$ cat src/rtl/csr_sched.sv
// csr_sched: sequences pipeline CSR read-modify-write accesses and trap entry writes onto a single-port CSR file.
// Optional CSR_SCHED_VECTORED_EN selects vectored trap handler addressing from mtvec mode bits.
module csr_sched #(
    parameter int WORD_W = 32
) (
    input  logic              clk,
    input  logic              rst,
    input  logic              core_req,
    input  logic [1:0]        core_op,
    input  logic [11:0]       core_addr,
    input  logic [WORD_W-1:0] core_wdata,
    output logic              core_ready,
    output logic [WORD_W-1:0] core_rdata,
    output logic              core_illegal,
    input  logic              trap_req,
    input  logic [WORD_W-1:0] trap_pc,
    input  logic [WORD_W-1:0] trap_cause,
    input  logic [WORD_W-1:0] trap_tval,
    output logic              trap_done,
    output logic [WORD_W-1:0] trap_vector,
    output logic              csr_write,
    output logic [11:0]       csr_waddr,
    output logic [WORD_W-1:0] csr_wdata,
    output logic [11:0]       csr_raddr,
    input  logic [WORD_W-1:0] csr_rdata
);
    typedef enum logic [2:0] {IDLE, CORE_RD, CORE_WR, T_EPC, T_CAUSE, T_TVAL, T_VEC} state_t;
    state_t state;
    logic [1:0] op;
    logic [11:0] addr;
    logic [WORD_W-1:0] wdata, new_val, base;
    logic wr_en, ro_addr;
    always_comb begin
        new_val = op == 2'b01 ? wdata : op == 2'b10 ? csr_rdata | wdata : csr_rdata & ~wdata;
        wr_en = op == 2'b01 || wdata != '0;
        ro_addr = addr[11:10] == 2'b11;
        base = {csr_rdata[WORD_W-1:2], 2'b00};
    end
`ifdef CSR_SCHED_VECTORED_EN
    always_comb
        trap_vector = state != T_VEC ? '0 :
                      (csr_rdata[1:0] == 2'b01 && trap_cause[WORD_W-1]) ? base + {trap_cause[WORD_W-3:0], 2'b00} : base;
`else
    logic unused_mode;
    assign unused_mode = ^csr_rdata[1:0];
    always_comb trap_vector = state == T_VEC ? base : '0;
`endif
    // Outputs are registered for the state being entered, so every cycle starts from all-zero defaults.
    always_ff @(posedge clk) begin
        if (rst) begin
            state <= IDLE;
            op <= '0;
            addr <= '0;
            wdata <= '0;
            core_ready <= 1'b0;
            core_rdata <= '0;
            core_illegal <= 1'b0;
            trap_done <= 1'b0;
            csr_write <= 1'b0;
            csr_waddr <= '0;
            csr_wdata <= '0;
            csr_raddr <= '0;
        end else begin
            core_ready <= 1'b0;
            core_rdata <= '0;
            core_illegal <= 1'b0;
            trap_done <= 1'b0;
            csr_write <= 1'b0;
            csr_waddr <= '0;
            csr_wdata <= '0;
            csr_raddr <= '0;
            case (state)
                IDLE: begin
                    if (trap_req) begin
                        state <= T_EPC;
                        csr_write <= 1'b1;
                        csr_waddr <= 12'h341;
                        csr_wdata <= trap_pc;
                    end else if (core_req && core_op != 2'b00) begin
                        state <= CORE_RD;
                        op <= core_op;
                        addr <= core_addr;
                        wdata <= core_wdata;
                        csr_raddr <= core_addr;
                    end
                end
                CORE_RD: begin
                    state <= CORE_WR;
                    core_ready <= 1'b1;
                    core_rdata <= csr_rdata;
                    core_illegal <= wr_en && ro_addr;
                    csr_write <= wr_en && !ro_addr;
                    csr_waddr <= wr_en && !ro_addr ? addr : '0;
                    csr_wdata <= wr_en && !ro_addr ? new_val : '0;
                end
                T_EPC: begin
                    state <= T_CAUSE;
                    csr_write <= 1'b1;
                    csr_waddr <= 12'h342;
                    csr_wdata <= trap_cause;
                end
                T_CAUSE: begin
                    state <= T_TVAL;
                    csr_write <= 1'b1;
                    csr_waddr <= 12'h343;
                    csr_wdata <= trap_tval;
                end
                T_TVAL: begin
                    state <= T_VEC;
                    csr_raddr <= 12'h305;
                    trap_done <= 1'b1;
                end
                default: state <= IDLE;
            endcase
        end
    end
endmodule
$ cat config.mk
export PLATFORM = sky130hd
export DESIGN_NAME = csr_sched
export DESIGN_NICKNAME = d
export VERILOG_FILES = /design/src/rtl/csr_sched.sv
export SDC_FILE = /design/constraint.sdc
export NUM_CORES = 1
export LEC_CHECK = 0
export CAP_MARGIN = 25
export CORE_UTILIZATION = 23
export CTS_BUF_LIST = sky130_fd_sc_hd__clkbuf_16
export DETAILED_ROUTE_END_ITERATION = 8
export PLACE_DENSITY = 0.48
export SLEW_MARGIN = 20
export SYNTH_ARGS = -nofsm -noshare
export SYNTH_HDL_FRONTEND = slang
export SYNTH_SLANG_ARGS = --single-unit
$ cat constraint.sdc
create_clock -name clk -period 4.3 [get_ports clk]
set_input_delay 0.43 -clock clk [delete_from_list [all_inputs] [get_ports clk]]
set_output_delay 0.43 -clock clk [all_outputs]
set_load 0.01 [all_outputs]
**After elaboration in Yosys (flattened, before gate mapping)**

Index checks and enable logic that the tools add are counted.

- Register bits: 141
- Latch bits: 0
- RAM bits: 0
- Memory bits (read-only): 0
- Input port bits: 178
- Output and inout bits: 124
- Word-level logic and storage cells: 56
- Memories kept: 0

- $add $sub $neg: 0
- $mul: 0
- Div/mod/pow operators: 0
- Magnitude comparators: 0
- Equal/unequal tests: 9
- Shifts and indexed selects: 0
- Mux-type cells: 19
- Bitwise operators: 5
- Reductions and logical operators: 11

Operator list:

| cell | number |
|---|---|
| $mux W32 | 5 |
| $pmux W32 S4 | 1 |
| $pmux W12 S4 | 1 |
| $mux W12 | 3 |
| $and A32 B32 Y32 | 1 |
| $not A32 Y32 | 1 |
| $or A32 B32 Y32 | 1 |
| $reduce_bool A32 Y1 | 1 |
| $pmux W12 S2 | 1 |
| $pmux W3 S5 | 1 |
| $mux W10 | 1 |
| $eq A3 B3 Y1 const B | 3 |
| $mux W3 | 2 |
| $eq A2 B2 Y1 const B | 2 |
| $reduce_or A2 Y1 | 2 |
| $eq A3 B1 Y1 const B | 1 |
| $eq A3 B2 Y1 const B | 1 |
| $logic_and A1 B1 Y1 | 3 |
| $logic_not A3 Y1 | 1 |
| $mux W1 | 3 |
| $ne A3 B3 Y1 const B | 1 |
| $pmux W1 S3 | 1 |
| $reduce_and A3 Y1 | 1 |
| $eq A2 B1 Y1 const B | 1 |
| 4 further kinds | 5 |

**Depth between registers and ports, before layout**

- Depth after elaboration: 6
- Depth in mapped cells: 7

**Worst setup path after synthesis**

Ideal clock, no wire load.

- Path type: register to register
- Start point: reg wdata[7]
- End point: reg csr_wdata[10]
- Setup time: 0.136 ns
- Arrival time: 1.616 ns
- Slack: 2.548 ns
- Stages on the path, launching flop included: 5
- Path buffers: 1
- Cells stage by stage: dfxtp_1 -> or4_4 -> nor4_4 -> buf_6 -> o32ai_1

- Longest elaborated chain between the ends: 5

Ends and longest elaborated chain:

| element | RTL line | RTL |
|---|---|---|
| start, declared | 31 | `logic [WORD_W-1:0] wdata, new_val, base;` |
| start signal, assigned | 83 | `wdata <= core_wdata;` |
| $reduce_bool A32 Y1 | 35 | `wr_en = op == 2'b01 \|\| wdata != '0;` |
| $logic_or A1 B1 Y1 | 35 |  |
| $logic_and A1 B1 Y1 | 94 | `csr_wdata <= wr_en && !ro_addr ? new_val : '0;` |
| $mux W32 | 94 |  |
| $pmux W32 S4 | 72 | `case (state)` |
| end signal, assigned | 78 | `csr_wdata <= trap_pc;` |
| end signal, assigned | 94 |  |
| end signal, assigned | 100 | `csr_wdata <= trap_cause;` |
| end, declared | 23 | `output logic [WORD_W-1:0] csr_wdata,` |

Every way passes these cells.
A chain may end at the register's enable or synchronous reset.

**Final worst setup path**

- Start point: reg state[1]
- End point: out trap_vector[30]

- Longest elaborated chain between the ends: 2

Ends and longest elaborated chain:

| element | RTL line | RTL |
|---|---|---|
| start, declared | 28 | `state_t state;` |
| start signal, assigned | 51 | `state <= IDLE;` |
| start signal, assigned | 75 | `state <= T_EPC;` |
| start signal, assigned | 80 | `state <= CORE_RD;` |
| $eq A3 B3 Y1 | 46 | `always_comb trap_vector = state == T_VEC ? base : '0;` |
| $mux W32 | 46 |  |
| end, declared | 20 | `output logic [WORD_W-1:0] trap_vector,` |

Every way passes these cells.

==> results.md <==
* Area of the core at 24600 µm²
* Gate Count Post-Synth at 641
* Setup Fix Bufs, Post-CTS at 0
* # clock sinks at 141
* Count leader, synth: dfxtp_1
* IO Port Bufs at 299
* Die ar. at approximately 26000 µm²
* Synth area leaders: dfxtp_1 48%, nand2_1 8.0%, a222oi_1 5.5%, o32ai_1 4.8%, o221ai_1 4.6%
* Sw power at roughly 0.00097 W
* Initial Util at between 20% and 30%
* Period minus WS final at between 3 and 4 ns
* Routed len/inst at 19.0 µm
* Fin crit share at 73.3%
* Min-Delay Path Class: input pin to flop
* Num ports at around 300
* Chip width at 161 µm
* Total wire length at approximately 24000 µm
* CTS tree: built
* Hpwl dp at ~17000 µm
* Clk_skew at roughly 0.011 ns
* Sum Neg Setup Slack at 0 ns
* Syn. warnings at 0
* Internal at 0.00263 W
* Cell accounting for the most synthesized area: dfxtp_1
* Max-slew headroom at ~36%
* Crit Path Max Fanout at 17
* Unrepaired setup endpoints after global routing: no
* Largest net degree at the start of global routing at 45
* Post-Layout Cell Count at 1248
* Fin. Hold Viols at 0
* Setup Viol. Count Final at 0
* Vias/cell at ~4.7
* Post-synth top cells: 141 x dfxtp_1, 125 x nand2_1, 53 x a21oi_1, 45 x clkbuf_1, 41 x and2_1
* Top-area cell type share of the netlist area at between 40% and 50%
* Syn avg cell area at approximately 9 µm²
* FF+latch count, synth at 141
* Crit end category: primary output
* Post-synth EDFFs at 0
* Die Y at around 160 µm
* Leak at between 3 and 4 nW
* CTS Hold Buffers Added at 0
* Synth Flop Type: dfxtp_1
* Global-route wire length before repair at approximately 36000 µm
* Antenna violations before repair at 0
* Worst slew pin tran at 0.955 ns
* Sequential area share after synthesis at 48.3%
* Layout cell share with drive strength beyond 1 at 6.61%
* Vias in the first global route at between 5000 and 6000
* Clock share of power at approximately 43%
* GPL Wtd Cong at 0.739
* Placement row count at 57
* Final net count at about 1100
* Pre-Repair DR Iteration Count at 7
* Placed inst area at 9100 µm²
* Layout area overhead at 66.0%
* CTS Buf Count at 17
* Power per Cell Area at 372 nW/µm²
* Count of pins over their slew limit at 0
* CTS H-tree depth at 4
* Detailed Route Iter0 Violations at between 300 and 400
* Post-synth cell types at 39
* Status: complete, no violations
* Final instance area at 9710 µm²
* Critical path startpoint category: flop
* DR DRC count at 0
* Async SR Flop Fraction at 0%
* Clock Pin Slew Worst Setup and Hold Paths at 0.06 ns
* Synthesized area at around 6000 µm²
* CTS resizes at 0
* Total gr overflow at 0
* Routed vias at a little under 6000
* Number of max-cap violations at 0
* Global-route usage over all layers at a little under a fifth
* Required time worst endpoint at a little under 4 ns
* Switching share of power at 27.0%
* CTS root buffer: clkbuf_16
* Worst path cell trace: nor2b_2 > buf_4 > and3_1 > clkdlybuf4s50_1
* Fmax at 317 MHz
* Logic gate share of total power at between 15 and 20%
* Critical path's slowest cell: nor2b_2
* Critical path's largest stage delay at ~0.68 ns
* Arr. time, crit path at roughly 2.7 ns
* Clk buf depth at 2
* Inst Count DP at 1215
* Crit path kind: flop to primary output
* Worst skew pair latency at ~0.42 ns
* Peak supply drop at around 0.24 mV
* Number of nets still failing antenna checks after routing at 0
* Seq pwr share at 39.4%
==> worst paths after layout <==
check	start	slack, ns	depth (start not counted)	end
setup / recovery	state[1]	1.15	4	trap_vector[30]
setup reg to reg	state[2]	1.67	4	csr_wdata[0]
hold / removal	rst	0.35	2	addr[8]
hold reg to reg	addr[4]	0.45	2	addr[4]
==> through the flow <==
stage / utilization, % / hold slack (ns) / power (W) / setup WS [ns]
detailed placement: 37.0 / 0.442 / 0.00210 / 1.58
global placement: 36.9 / 0.438 / 0.00209 / 1.66
CTS: 39.5 / 0.338 / 0.00367 / 1.12
global route: 39.5 / 0.351 / 0.00377 / 1.01
finish: 39.5 / 0.349 / 0.00361 / 1.15
floorplan: - / 0.432 / 0.00173 / 2.55
==> power groups by stage <==
stage	combinational, W	sequential [W]	clock (W)
floorplan	0.000277	0.00145	0
global placement	0.000647	0.00145	0
detailed placement	0.000648	0.00145	0
CTS	0.000650	0.00142	0.00160
global route	0.000689	0.00143	0.00165
finish	0.000636	0.00142	0.00155
==> worst max-delay path: cells and delay by family, from the launching register on <==
| family | cells | cell delay (ns) |
|---|---|---|
| buffers and inverters | 2 | 0.90 |
| and+or+nand+nor | 2 | 0.87 |
| DFF | 1 | 0.52 |
==> layout make-up <==
type,instances,area (µm²)
multi-input cells,436,2770
repair buffers,312,3090
inverters,2,7.51
clock buffers,17,425
clock inverters,15,185
well taps,324,405
diodes,1,2.50
fillers,2461,14900
flip-flops and latches,141,2830
==> registers in the layout, summed over array words and instances (netlist names) <==
register / count
wdata: 32
state: 3
csr_write: 1
op: 2
csr_raddr: 12
addr: 12
trap_done: 1
core_rdata: 32
csr_wdata: 32
core_ready: 1
core_illegal: 1
csr_waddr: 12
==> layout by cell type (no fill, tap or decap), drive strengths merged <==
master	Yosys	routed
a211oi	2	2
a21oi	53	53
a222oi	32	32
and2	41	41
and3	31	31
and4b	1	1
buf	18	14
bufinv	0	3
clkbuf	45	17
clkdlybuf4s50	0	298
clkinv	0	4
clkinvlp	0	3
conb	1	2
dfxtp	141	141
diode	0	1
inv	2	7
nand2	126	126
nand2b	1	1
nand3	7	7
nand4	1	1
nor2	11	11
nor2b	2	2
nor3	2	2
nor3b	8	8
nor4	8	8
nor4b	1	1
o2111ai	1	1
o21ai	6	6
o21bai	1	1
o221ai	31	31
o22ai	2	2
o32ai	32	32
or2	1	1
or4	1	1
xnor2	31	31
xor2	1	1
==> layer usage <==
metal	vias to the layer above	GRT usage (%)	share of wire, %
met5	-	0	0
met4	0	4.25	0.75
met3	11	4.31	5.8
met2	201	32.5	51
met1	2818	21.7	42
li1	2894	-	-
==> cell families (layout without fill, tap and decap cells) <==
group	Yosys count	in the layout	synth area share [%]
AOI/OAI and AO/OA	160	160	20.8
buffers and inverters	65	346	5.26
DFF	141	141	48.3
and+or+nand+nor	242	242	20.8
other	1	3	0.0641
xor gates and xnor gates	32	32	4.79
Power figures use the tool's default switching activity.
